### src/rtl/dino_sprite_if.sv
// Scan, game-input, sprite-ROM and VGA signals between the timing logic and the dino renderer.
interface dino_sprite_if #(
   parameter int ADDR_W = 12
);
   logic              pix_en;
   logic [9:0]        h_cnt;
   logic [9:0]        v_cnt;
   logic [9:0]        pos;
   logic              dino_behavior;
   logic [1:0]        game_state;
   logic [ADDR_W-1:0] rom_addr;
   logic [2:0]        rom_sel;
   logic [11:0]       rom_data;
   logic [3:0]        vgaRed;
   logic [3:0]        vgaGreen;
   logic [3:0]        vgaBlue;

   modport master (
      output pix_en, h_cnt, v_cnt, pos, dino_behavior, game_state, rom_data,
      input  rom_addr, rom_sel, vgaRed, vgaGreen, vgaBlue
   );
   modport slave (
      input  pix_en, h_cnt, v_cnt, pos, dino_behavior, game_state, rom_data,
      output rom_addr, rom_sel, vgaRed, vgaGreen, vgaBlue
   );
endinterface

### src/rtl/dino_sprite_engine.sv
// Dino sprite renderer: frame-latched inputs, frame-counted animation and death blink,
// sprite-ROM addressing and colour-keyed output aligned to the ROM latency.
module dino_sprite_engine #(
   parameter int          SPRITE_X     = 80,
   parameter int          GROUND       = 298,
   parameter int          STAND_W      = 44,
   parameter int          STAND_H      = 49,
   parameter int          SIT_W        = 59,
   parameter int          SIT_H        = 30,
   parameter int          ADDR_W       = 12,
   parameter int          ROM_LATENCY  = 1,
   parameter int          ANIM_FRAMES  = 6,
   parameter int          BLINK_FRAMES = 32,
   parameter logic [11:0] KEY_COLOR    = 12'hFFF,
   parameter logic [11:0] BG_COLOR     = 12'hFFF
) (
   input logic          clk,
   input logic          rst,
   dino_sprite_if.slave bus
);
   localparam logic [1:0] ST_INIT  = 2'd0;
   localparam logic [1:0] ST_START = 2'd1;
   localparam logic [1:0] ST_END   = 2'd2;

   localparam logic [2:0] P_STAND = 3'd0;
   localparam logic [2:0] P_RUN_A = 3'd1;
   localparam logic [2:0] P_RUN_B = 3'd2;
   localparam logic [2:0] P_SIT_A = 3'd3;
   localparam logic [2:0] P_SIT_B = 3'd4;
   localparam logic [2:0] P_DEAD  = 3'd5;

   localparam int AW     = (ANIM_FRAMES > 1) ? $clog2(ANIM_FRAMES) : 1;
   localparam int BW_RAW = $clog2(BLINK_FRAMES + 1);
   // blink_cnt[3] drives the hide test, so keep at least four bits
   localparam int BW     = (BW_RAW < 4) ? 4 : BW_RAW;

   logic [9:0]          pos_l, pos_e;
   logic                beh_l, beh_e;
   logic [1:0]          state_l, state_e;
   logic [AW-1:0]       anim_cnt, anim_e;
   logic                phase, phase_e;
   logic [BW-1:0]       blink_cnt, blink_e;
   logic                frame_start;

   logic [2:0]          pose;
   logic signed [10:0]  spr_w, spr_h, hs, vs, x_lo, x_hi, y_lo, y_hi, dx, dy;
   logic [21:0]         lin;
   logic                in_box, visible;
   logic [ADDR_W-1:0]   addr_n;

   logic [ADDR_W-1:0]   rom_addr_q;
   logic [2:0]          rom_sel_q;
   logic [ROM_LATENCY:0] vld_pipe;
   logic [11:0]         pix_q;

   // "_e" values are what this strobe renders with: on a frame start they are
   // the freshly latched ones, so the frame-start pixel already sees them.
   always_comb begin
      frame_start = bus.pix_en && (bus.h_cnt == '0) && (bus.v_cnt == '0);
      pos_e   = pos_l;
      beh_e   = beh_l;
      state_e = state_l;
      anim_e  = anim_cnt;
      phase_e = phase;
      blink_e = blink_cnt;
      if (frame_start) begin
         pos_e   = bus.pos;
         beh_e   = bus.dino_behavior;
         state_e = bus.game_state;
         if (state_l == ST_START) begin
            if (anim_cnt == AW'(ANIM_FRAMES - 1)) begin
               anim_e  = '0;
               phase_e = ~phase;
            end else begin
               anim_e = anim_cnt + 1'b1;
            end
         end else begin
            anim_e  = '0;
            phase_e = 1'b0;
         end
         if (bus.game_state == ST_END && state_l != ST_END)
            blink_e = BW'(BLINK_FRAMES);
         else if (bus.game_state == ST_END && blink_cnt != '0)
            blink_e = blink_cnt - 1'b1;
         else if (bus.game_state != ST_END)
            blink_e = '0;
      end
   end

   always_comb begin
      pose = P_STAND;
      case (state_e)
         ST_END:   pose = P_DEAD;
         ST_START: begin
            if (!beh_e)                    pose = phase_e ? P_SIT_B : P_SIT_A;
            else if (pos_e == 10'(GROUND)) pose = phase_e ? P_RUN_B : P_RUN_A;
            else                           pose = P_STAND;
         end
         default:  pose = beh_e ? P_STAND : P_SIT_A;
      endcase
   end

   // Signed 11-bit box test: a sprite poking above the screen clips instead of wrapping.
   always_comb begin
      spr_w   = (pose == P_SIT_A || pose == P_SIT_B) ? 11'(SIT_W) : 11'(STAND_W);
      spr_h   = (pose == P_SIT_A || pose == P_SIT_B) ? 11'(SIT_H) : 11'(STAND_H);
      hs      = $signed({1'b0, bus.h_cnt});
      vs      = $signed({1'b0, bus.v_cnt});
      x_hi    = 11'(SPRITE_X);
      x_lo    = x_hi - spr_w;
      y_hi    = $signed({1'b0, pos_e});
      y_lo    = y_hi - spr_h;
      in_box  = (hs >= x_lo) && (hs < x_hi) && (vs >= y_lo) && (vs < y_hi);
      dx      = hs - x_lo;
      dy      = vs - y_lo;
      lin     = 22'($unsigned(dy)) * 22'($unsigned(spr_w)) + 22'($unsigned(dx));
      addr_n  = in_box ? lin[ADDR_W-1:0] : '0;
      visible = !((blink_e != '0) && blink_e[3]);
   end

   always_ff @(posedge clk) begin
      if (rst) begin
         pos_l      <= 10'(GROUND);
         beh_l      <= 1'b1;
         state_l    <= ST_INIT;
         anim_cnt   <= '0;
         phase      <= 1'b0;
         blink_cnt  <= '0;
         rom_addr_q <= '0;
         rom_sel_q  <= P_STAND;
         vld_pipe   <= '0;
         pix_q      <= BG_COLOR;
      end else if (bus.pix_en) begin
         pos_l      <= pos_e;
         beh_l      <= beh_e;
         state_l    <= state_e;
         anim_cnt   <= anim_e;
         phase      <= phase_e;
         blink_cnt  <= blink_e;
         rom_addr_q <= addr_n;
         rom_sel_q  <= pose;
         vld_pipe   <= {vld_pipe[ROM_LATENCY-1:0], in_box && visible};
         if (vld_pipe[ROM_LATENCY] && bus.rom_data != KEY_COLOR)
            pix_q <= bus.rom_data;
         else
            pix_q <= BG_COLOR;
      end
   end

   assign bus.rom_addr = rom_addr_q;
   assign bus.rom_sel  = rom_sel_q;
   assign bus.vgaRed   = pix_q[11:8];
   assign bus.vgaGreen = pix_q[7:4];
   assign bus.vgaBlue  = pix_q[3:0];
endmodule

### src/flat_wrapper.sv
// flat-port wrapper written by rule: the top's interface ports become plain ports
module dino_sprite_engine_flat 
#(
   parameter int          SPRITE_X     = 80,
   parameter int          GROUND       = 298,
   parameter int          STAND_W      = 44,
   parameter int          STAND_H      = 49,
   parameter int          SIT_W        = 59,
   parameter int          SIT_H        = 30,
   parameter int          ADDR_W       = 12,
   parameter int          ROM_LATENCY  = 1,
   parameter int          ANIM_FRAMES  = 6,
   parameter int          BLINK_FRAMES = 32,
   parameter logic [11:0] KEY_COLOR    = 12'hFFF,
   parameter logic [11:0] BG_COLOR     = 12'hFFF
)
  (clk, rst, bus_pix_en, bus_h_cnt, bus_v_cnt, bus_pos, bus_dino_behavior, bus_game_state, bus_rom_data, bus_rom_addr, bus_rom_sel, bus_vgaRed, bus_vgaGreen, bus_vgaBlue);
  dino_sprite_if #(.ADDR_W(ADDR_W)) bus_i ();
  input logic clk;
  input logic rst;
  input wire logic [$bits(bus_i.pix_en)-1:0] bus_pix_en;
  input wire logic [$bits(bus_i.h_cnt)-1:0] bus_h_cnt;
  input wire logic [$bits(bus_i.v_cnt)-1:0] bus_v_cnt;
  input wire logic [$bits(bus_i.pos)-1:0] bus_pos;
  input wire logic [$bits(bus_i.dino_behavior)-1:0] bus_dino_behavior;
  input wire logic [$bits(bus_i.game_state)-1:0] bus_game_state;
  input wire logic [$bits(bus_i.rom_data)-1:0] bus_rom_data;
  output wire logic [$bits(bus_i.rom_addr)-1:0] bus_rom_addr;
  output wire logic [$bits(bus_i.rom_sel)-1:0] bus_rom_sel;
  output wire logic [$bits(bus_i.vgaRed)-1:0] bus_vgaRed;
  output wire logic [$bits(bus_i.vgaGreen)-1:0] bus_vgaGreen;
  output wire logic [$bits(bus_i.vgaBlue)-1:0] bus_vgaBlue;
  assign bus_i.pix_en = bus_pix_en;
  assign bus_i.h_cnt = bus_h_cnt;
  assign bus_i.v_cnt = bus_v_cnt;
  assign bus_i.pos = bus_pos;
  assign bus_i.dino_behavior = bus_dino_behavior;
  assign bus_i.game_state = bus_game_state;
  assign bus_i.rom_data = bus_rom_data;
  assign bus_rom_addr = bus_i.rom_addr;
  assign bus_rom_sel = bus_i.rom_sel;
  assign bus_vgaRed = bus_i.vgaRed;
  assign bus_vgaGreen = bus_i.vgaGreen;
  assign bus_vgaBlue = bus_i.vgaBlue;
  dino_sprite_engine #(.SPRITE_X(SPRITE_X), .GROUND(GROUND), .STAND_W(STAND_W), .STAND_H(STAND_H), .SIT_W(SIT_W), .SIT_H(SIT_H), .ADDR_W(ADDR_W), .ROM_LATENCY(ROM_LATENCY), .ANIM_FRAMES(ANIM_FRAMES), .BLINK_FRAMES(BLINK_FRAMES), .KEY_COLOR(KEY_COLOR), .BG_COLOR(BG_COLOR)) u_core (.clk(clk), .rst(rst), .bus(bus_i));
endmodule
### config.mk
export PLATFORM = sky130hd
export DESIGN_NAME = dino_sprite_engine_flat
export DESIGN_NICKNAME = d
export VERILOG_FILES = /design/src/rtl/dino_sprite_if.sv /design/src/rtl/dino_sprite_engine.sv /design/src/flat_wrapper.sv
export SDC_FILE = /design/constraint.sdc
export NUM_CORES = 1
export LEC_CHECK = 0
export CORE_MARGIN = 5
export CORE_UTILIZATION = 55
export CTS_BUF_LIST = sky130_fd_sc_hd__clkbuf_2 sky130_fd_sc_hd__clkbuf_4 sky130_fd_sc_hd__clkbuf_8
export DETAILED_ROUTE_END_ITERATION = 6
export PLACE_DENSITY = 0.78
export SLEW_MARGIN = 20
export SYNTH_ARGS = -nofsm -noshare
export SYNTH_HDL_FRONTEND = slang
export SYNTH_SLANG_ARGS = --single-unit
export TNS_END_PERCENT = 1
### constraint.sdc
create_clock -name clk -period 25.4 [get_ports clk]
set_input_delay 2.54 -clock clk [delete_from_list [all_inputs] [get_ports clk]]
set_output_delay 2.54 -clock clk [all_outputs]
set_load 0.02 [all_outputs]
Yosys cells after proc, flatten, opt, wreduce, memory -nomap -nowiden
Index checks and enable logic that the tools add are counted.
{ "totals": {"in_bits": 48, "reg_bits": 52, "word_cells": 73} }
{ "op_classes": {"magnitude_cmp": 4, "mux": 22, "n_bitwise": 1, "n_addsub": 7, "reduce_logical": 17, "n_eq_ne": 11, "mul": 1} }
{ "op_table": {"columns": ["operator", "n"], "rows": [
  ["subtractor 11 bit", 3],
  ["two-way mux 6 bit", 5],
  ["two-way mux 12 bit", 2],
  [">= comparator 11 bit", 2],
  ["zero test 10 bit", 2],
  ["two-way mux 3 bit", 5],
  ["adder 12 x 11 -> 12 bit", 1],
  ["multiplier 11 x 11 -> 12 bit", 1],
  ["inequality test 12 bit, second input constant", 1],
  ["nonzero test 6 bit", 2],
  ["subtractor 8 x 11 -> 11 bit, first input constant", 1],
  ["== test 10 x 9 -> 1 bit, second input constant", 1],
  ["logical AND 1 bit", 10],
  ["less-than comparator 10 bit", 1],
  ["less-than comparator 10 x 7 -> 1 bit, second input constant", 1],
  ["two-way mux 10 bit", 1],
  ["== test 3 bit, second input constant", 2],
  ["two-way mux 2 bit", 3],
  ["one-hot mux 3 bit (2 select lines)", 1],
  ["subtractor 6 x 1 -> 6 bit, second input constant", 1],
  ["two-way mux 5 bit", 1],
  ["== test 2 x 1 -> 1 bit, second input constant", 2],
  ["== test 2 bit, second input constant", 2],
  ["two-way mux 1 bit", 4],
  ["7 further kinds", 8]
]} }

Logic depth before layout (Yosys ltp)
{ "logic_depth": {"ltp_word": 17, "ltp_mapped": 44, "mapped_depth_nobuf": 40} }

Least setup slack after synthesis
OpenSTA, ideal clock, no wires.
{ "synth_timing": {"kind": "input-to-reg", "startpoint": "in bus_v_cnt[9]", "endpoint": "reg u_core.rom_addr_q[11], in the netlist u_core.bus.rom_addr[11]", "slack_ns": 13.534, "cell_stages": 40, "required_time_ns": 25.305, "arrival_time_ns": 11.771, "path_cell_list": "nor4_2 > and4_1 > and2b_2 > buf_2 > buf_2 > mux2i_1 > inv_1 > ha_1 > a21o_1 > and3_1 > buf_4 > inv_2 > clkbuf_1 > ha_1 > inv_1 > fa_1 > a21o_1 > a21oi_1 > (+4 left out) > inv_1 > or4_1 > nand3_1 > and2_1 > o21bai_1 > ha_1 > fa_1 > fa_1 > inv_1 > fa_1 > inv_1 > ha_1 > or3_1 > o2111ai_1 > nor4b_1 > o211ai_1 > a2111o_1 > o311ai_1"} }
{ "synth_rtl": {"columns": ["element", "line_no", "source"], "rows": [
  ["start, declared", "flat_wrapper.sv:23", "input wire logic [$bits(bus_i.v_cnt)-1:0] bus_v_cnt;"],
  ["zero test 10 bit *", "dino_sprite_engine.sv:59", "frame_start = bus.pix_en && (bus.h_cnt == '0) && (bus.v_cnt == '0);"],
  ["logical AND 1 bit *", "dino_sprite_engine.sv:59", null],
  ["two-way mux 2 bit *", "dino_sprite_engine.sv:66", "if (frame_start) begin"],
  ["net u_core.state_e[1]", "dino_sprite_engine.sv:39", "logic [1:0] state_l, state_e;"],
  ["== test 2 x 1 -> 1 bit or == test 2 bit (tied branches)", "dino_sprite_engine.sv:92", "case (state_e)"],
  ["one-hot mux 3 bit (2 select lines) *", "dino_sprite_engine.sv:92", null],
  ["== test 3 x 2 -> 1 bit or == test 3 bit (tied branches)", "dino_sprite_engine.sv:105, dino_sprite_engine.sv:106", null],
  ["logical OR 1 bit *", "dino_sprite_engine.sv:105, dino_sprite_engine.sv:106", null],
  ["parallel branches: the longest is 6 deep, another holds multiplier 11 x 11 -> 12 bit", null, null],
  ["two-way mux 12 bit *", "dino_sprite_engine.sv:117", "addr_n = in_box ? lin[ADDR_W-1:0] : '0;"],
  ["end signal, assigned", "dino_sprite_engine.sv:140", "rom_addr_q <= addr_n;"],
  ["end, declared", "dino_sprite_engine.sv:51", "logic [ADDR_W-1:0] rom_addr_q;"]
]} }
Mark *: on every way through the listed nets, which the timed path passes.
A chain may end at the register's enable or synchronous reset.

Worst setup path after layout
{ "layout_timing": {"startpoint": "in bus_pix_en", "endpoint": "reg u_core.rom_addr_q[11], in the netlist u_core.bus.rom_addr[11]"} }
{ "layout_rtl": {"columns": ["element", "line_no", "source"], "rows": [
  ["start, declared", "flat_wrapper.sv:21", "input wire logic [$bits(bus_i.pix_en)-1:0] bus_pix_en;"],
  ["logical AND 1 bit * (2 in series)", "dino_sprite_engine.sv:59", null],
  ["two-way mux 2 bit *", "dino_sprite_engine.sv:66", null],
  ["net u_core.state_e[1]", "dino_sprite_engine.sv:39", null],
  ["== test 2 x 1 -> 1 bit or == test 2 bit (tied branches)", "dino_sprite_engine.sv:92", null],
  ["one-hot mux 3 bit (2 select lines) *", "dino_sprite_engine.sv:92", null],
  ["== test 3 x 2 -> 1 bit or == test 3 bit (tied branches)", "dino_sprite_engine.sv:105, dino_sprite_engine.sv:106", null],
  ["logical OR 1 bit *", "dino_sprite_engine.sv:105, dino_sprite_engine.sv:106", null],
  ["parallel branches: the longest is 6 deep, another holds multiplier 11 x 11 -> 12 bit", null, null],
  ["two-way mux 12 bit *", "dino_sprite_engine.sv:117", null]
]} }
Marks and branches as above.

==> flow_metrics.env <==
export IMPL_grt_ovfl_total=0
export IMPL_reg2reg_depth=34
export IMPL_tns_ns=0
export IMPL_cts_sinks=52
export IMPL_worstPathRequired_ns=25.62
export IMPL_period_minus_slack_ns=13.25
export IMPL_syn_nets=779
export IMPL_rsz0062_at_grt="no"
export IMPL_max_clock_freq_mhz=75.5
export IMPL_design_die_area_mm2=0.0116
export IMPL_cts_root_buf="clkbuf_8"
export IMPL_critPathCapture="u_core.bus.rom_addr[11]"
export IMPL_swShare_pct=38.6
export IMPL_core_mm2=0.00928
export IMPL_clock_latency_ns=0.31
export IMPL_antenna_cells=0
export IMPL_die_y_um=108
export IMPL_intPower_mw=0.189
export IMPL_die_w_um=108
export IMPL_yosysSeqAreaShare_pct=19.8
export IMPL_numPortBuffers=74
export IMPL_ir_drop_mv=0.0248
export IMPL_outcome="completed"
export IMPL_postSynthAreaPerCell_um2=8.20
export IMPL_dp_cells=825
export IMPL_end_kind="flip-flop"
export IMPL_postCtsSetupBuffers=0
export IMPL_cp_top_family="adder cells"
export IMPL_avgRoutedWirePerCell_um=16.6
export IMPL_crit_type="primary input to flip-flop"
export IMPL_initial_core_util_pct=56.7
export IMPL_crit_path_max_fanout=21
export IMPL_vias=4812
export IMPL_tightest_slew_ns=0.756
export IMPL_cts_repair_resized=0
export IMPL_cts_hold_buffers=0
export IMPL_ys_flop_type="dfxtp_1"
export IMPL_hold_violations=0
export IMPL_slowest_delay_ns=0.96
export IMPL_min_path_type="flip-flop to flip-flop"
export IMPL_cts_tree="yes"
export IMPL_p_leak_nw=2.64
export IMPL_cap_violations=0
export IMPL_slew_headroom_pct=49.5
export IMPL_reg2reg_from="u_core.state_l[1]"
export IMPL_comb_power_share_pct=51.4
export IMPL_dp_hpwl_mm=11.3
export IMPL_yosys_area_top_type="dfxtp_1"
export IMPL_grt_max_degree=55
export IMPL_grt_pass1_vias=4757
export IMPL_worstPathArrival_ns=13.47
export IMPL_finalSetupViolations=0
export IMPL_fin_cells=833
export IMPL_r2r_setup_slack_ns=16.21
export IMPL_synth_edf_count=0
export IMPL_track_usage_pct=24.4
export IMPL_htreeDepth=2
export IMPL_drive_above_1_share_pct=3.98
export IMPL_grt_antenna_before_repair=0
export IMPL_crit_buf_inv=7
export IMPL_totalWireLength_mm=13.8
export IMPL_ant_nets=0
export IMPL_grt_pass1_wl_mm=22.9
export IMPL_seq_power_share_pct=26.6
export IMPL_ios=75
export IMPL_timing_rr_end="u_core.bus.rom_addr[11]"
export IMPL_drt_initial_drc_count=213
export IMPL_vias_per_cell=5.78
export IMPL_synthCells=642
export IMPL_gp_congestion=0.970
export IMPL_route_detailed_drc=0
export IMPL_num_fill_cells=831
export IMPL_p_per_area_mw_per_mm2=49.3
export IMPL_cts_buffers=5
export IMPL_async_flop_share_pct=0
export IMPL_yosysTopAreaCellShare_pct=19.8
export IMPL_ys_ff_latch=52
export IMPL_clk_transition_reported_paths_ns=0.10
export IMPL_crit_slowest_cell="clkdlybuf4s50_1"
export IMPL_critPathLaunchType="primary input"
export IMPL_switchingPower_mw=0.119
export IMPL_nNetsFinal=840
export IMPL_netlist_cell_type_count=66
export IMPL_rows=35
export IMPL_critPathLaunch="bus_pix_en"
export IMPL_yosysWarnings=0
export IMPL_clk_path_buf_depth=2
export IMPL_yosys_top_cells_area="dfxtp_1, ha_1, fa_1"
export IMPL_p_clk_share_pct=22.0
export IMPL_fin_crit_sh_pct=52.2
export IMPL_path_depth=38
export IMPL_syn_area_mm2=0.00526
export IMPL_finalMaxSlewViolations=0
export IMPL_finalClockSkew_ns=0.0134
export IMPL_dr_pass1_iters=6
export IMPL_area_growth_pct=18.3
==> worst min path at each step <==
stage	startpoint	end	depth (start not counted)
detailed placement	u_core.bus.rom_sel[1]	u_core.bus.rom_sel[1]	2
global route	u_core.bus.rom_addr[8]	u_core.bus.rom_addr[8]	2
finish	u_core.bus.rom_sel[1]	u_core.bus.rom_sel[1]	2
global placement	u_core.bus.rom_sel[1]	u_core.bus.rom_sel[1]	2
floorplan	u_core.anim_cnt[1]	u_core.anim_cnt[2]	2
CTS	u_core.bus.rom_sel[1]	u_core.bus.rom_sel[1]	2
==> synth_stat cells, drive strengths merged (3+ instances only) <==
cell	instances
nor2	62
o31ai	6
a22oi	8
a31oi	3
dfxtp	52
nor4b	3
a21o	14
mux2i	14
a211oi	7
nand4	11
and2	3
a21oi	38
nor3	13
a211o	3
nand3b	4
xor2	6
o211ai	5
nand2	33
inv	86
fa	29
and3	4
or3	9
nand3	11
o21ai	25
ha	60
o22ai	12
and4	3
nor2b	8
clkbuf	17
or2	5
xnor2	26
o311ai	3
buf	5
nor4	4
nand2b	21
==> logic make-up after synthesis <==
kind of cell | synth area share, %
simple gates | 20.4
compound gates | 18.3
buf+inv | 7.84
fa+ha+maj | 25.3
flops | 19.8
xor+xnor | 5.32
mux | 3.11
==> layout make-up <==
type	instances	area (um^2)	area share (%)
clock buffers	5	68.8	1.10
clock inverters	3	68.8	1.10
inverters	86	323	5.18
multi-input cells	482	3810	61.2
flip-flops and latches	52	1040	16.7
well taps	129	161	2.59
repair buffers	76	756	12.1
==> worst reg2reg max path, delay by kind of cell (launching register included) <==
| family | cells | cell delay [ns] |
|---|---|---|
| xor+xnor | 2 | 0.50 |
| simple gates | 7 | 1.66 |
| mux | 1 | 0.23 |
| compound gates | 9 | 2.18 |
| flops | 1 | 0.34 |
| fa+ha+maj | 9 | 3.47 |
| buf+inv | 6 | 0.73 |
==> power by group through the flow <==
stage	Combinational, mW	Sequential [mW]	Clock (mW)
2_1_floorplan	0.115	0.0838	0
3_3_place_gp	0.149	0.0836	0
3_5_place_dp	0.154	0.0836	0
4_1_cts	0.156	0.0817	0.0696
5_1_grt	0.177	0.0818	0.0732
6_report	0.158	0.0817	0.0678
==> metal layers <==
layer  up-vias  global-route usage [%]  routed length, um
met1      2279                    32.1               6130
li1       2350                       -                  -
met3        22                    3.84                835
met4         0                    5.50                238
met2       161                    42.1               6600
met5         -                       0                  0
==> flip-flops by register name, summed over array words and instances, names as in the netlist <==
name / count
u_core.anim_cnt: 3
u_core.beh_l: 1
u_core.blink_cnt: 6
u_core.bus.rom_addr: 12
u_core.bus.rom_sel: 3
u_core.phase: 1
u_core.pix_q: 12
u_core.pos_l: 10
u_core.state_l: 2
u_core.vld_pipe: 2
==> stage by stage <==
step / hold WS, ns / area, um^2 / util [%] / power (mW) / setup slack (ns)
floorplan: 0.449 / 5260 / - / 0.198 / 13.53
global placement: 0.457 / 6090 / 65.6 / 0.233 / 12.20
detailed placement: 0.464 / 6090 / 65.6 / 0.238 / 11.93
CTS: 0.480 / 6230 / 67.1 / 0.307 / 12.23
global route: 0.515 / 6230 / 67.1 / 0.332 / 11.42
finish: 0.476 / 6230 / 67.1 / 0.307 / 12.15
==> placed cells by master (no fill, tap or decap), types with 21 or more instances in the layout <==
| cell type | count |
|---|---|
| ha_1 | 60 |
| clkdlybuf4s50_1 | 74 |
| nor2_1 | 62 |
| a21oi_1 | 38 |
| xnor2_1 | 26 |
| o21ai_0 | 24 |
| nand2b_1 | 21 |
| nand2_1 | 33 |
| dfxtp_1 | 52 |
| inv_1 | 85 |
| fa_1 | 29 |
(Power assumes the default switching activity.)
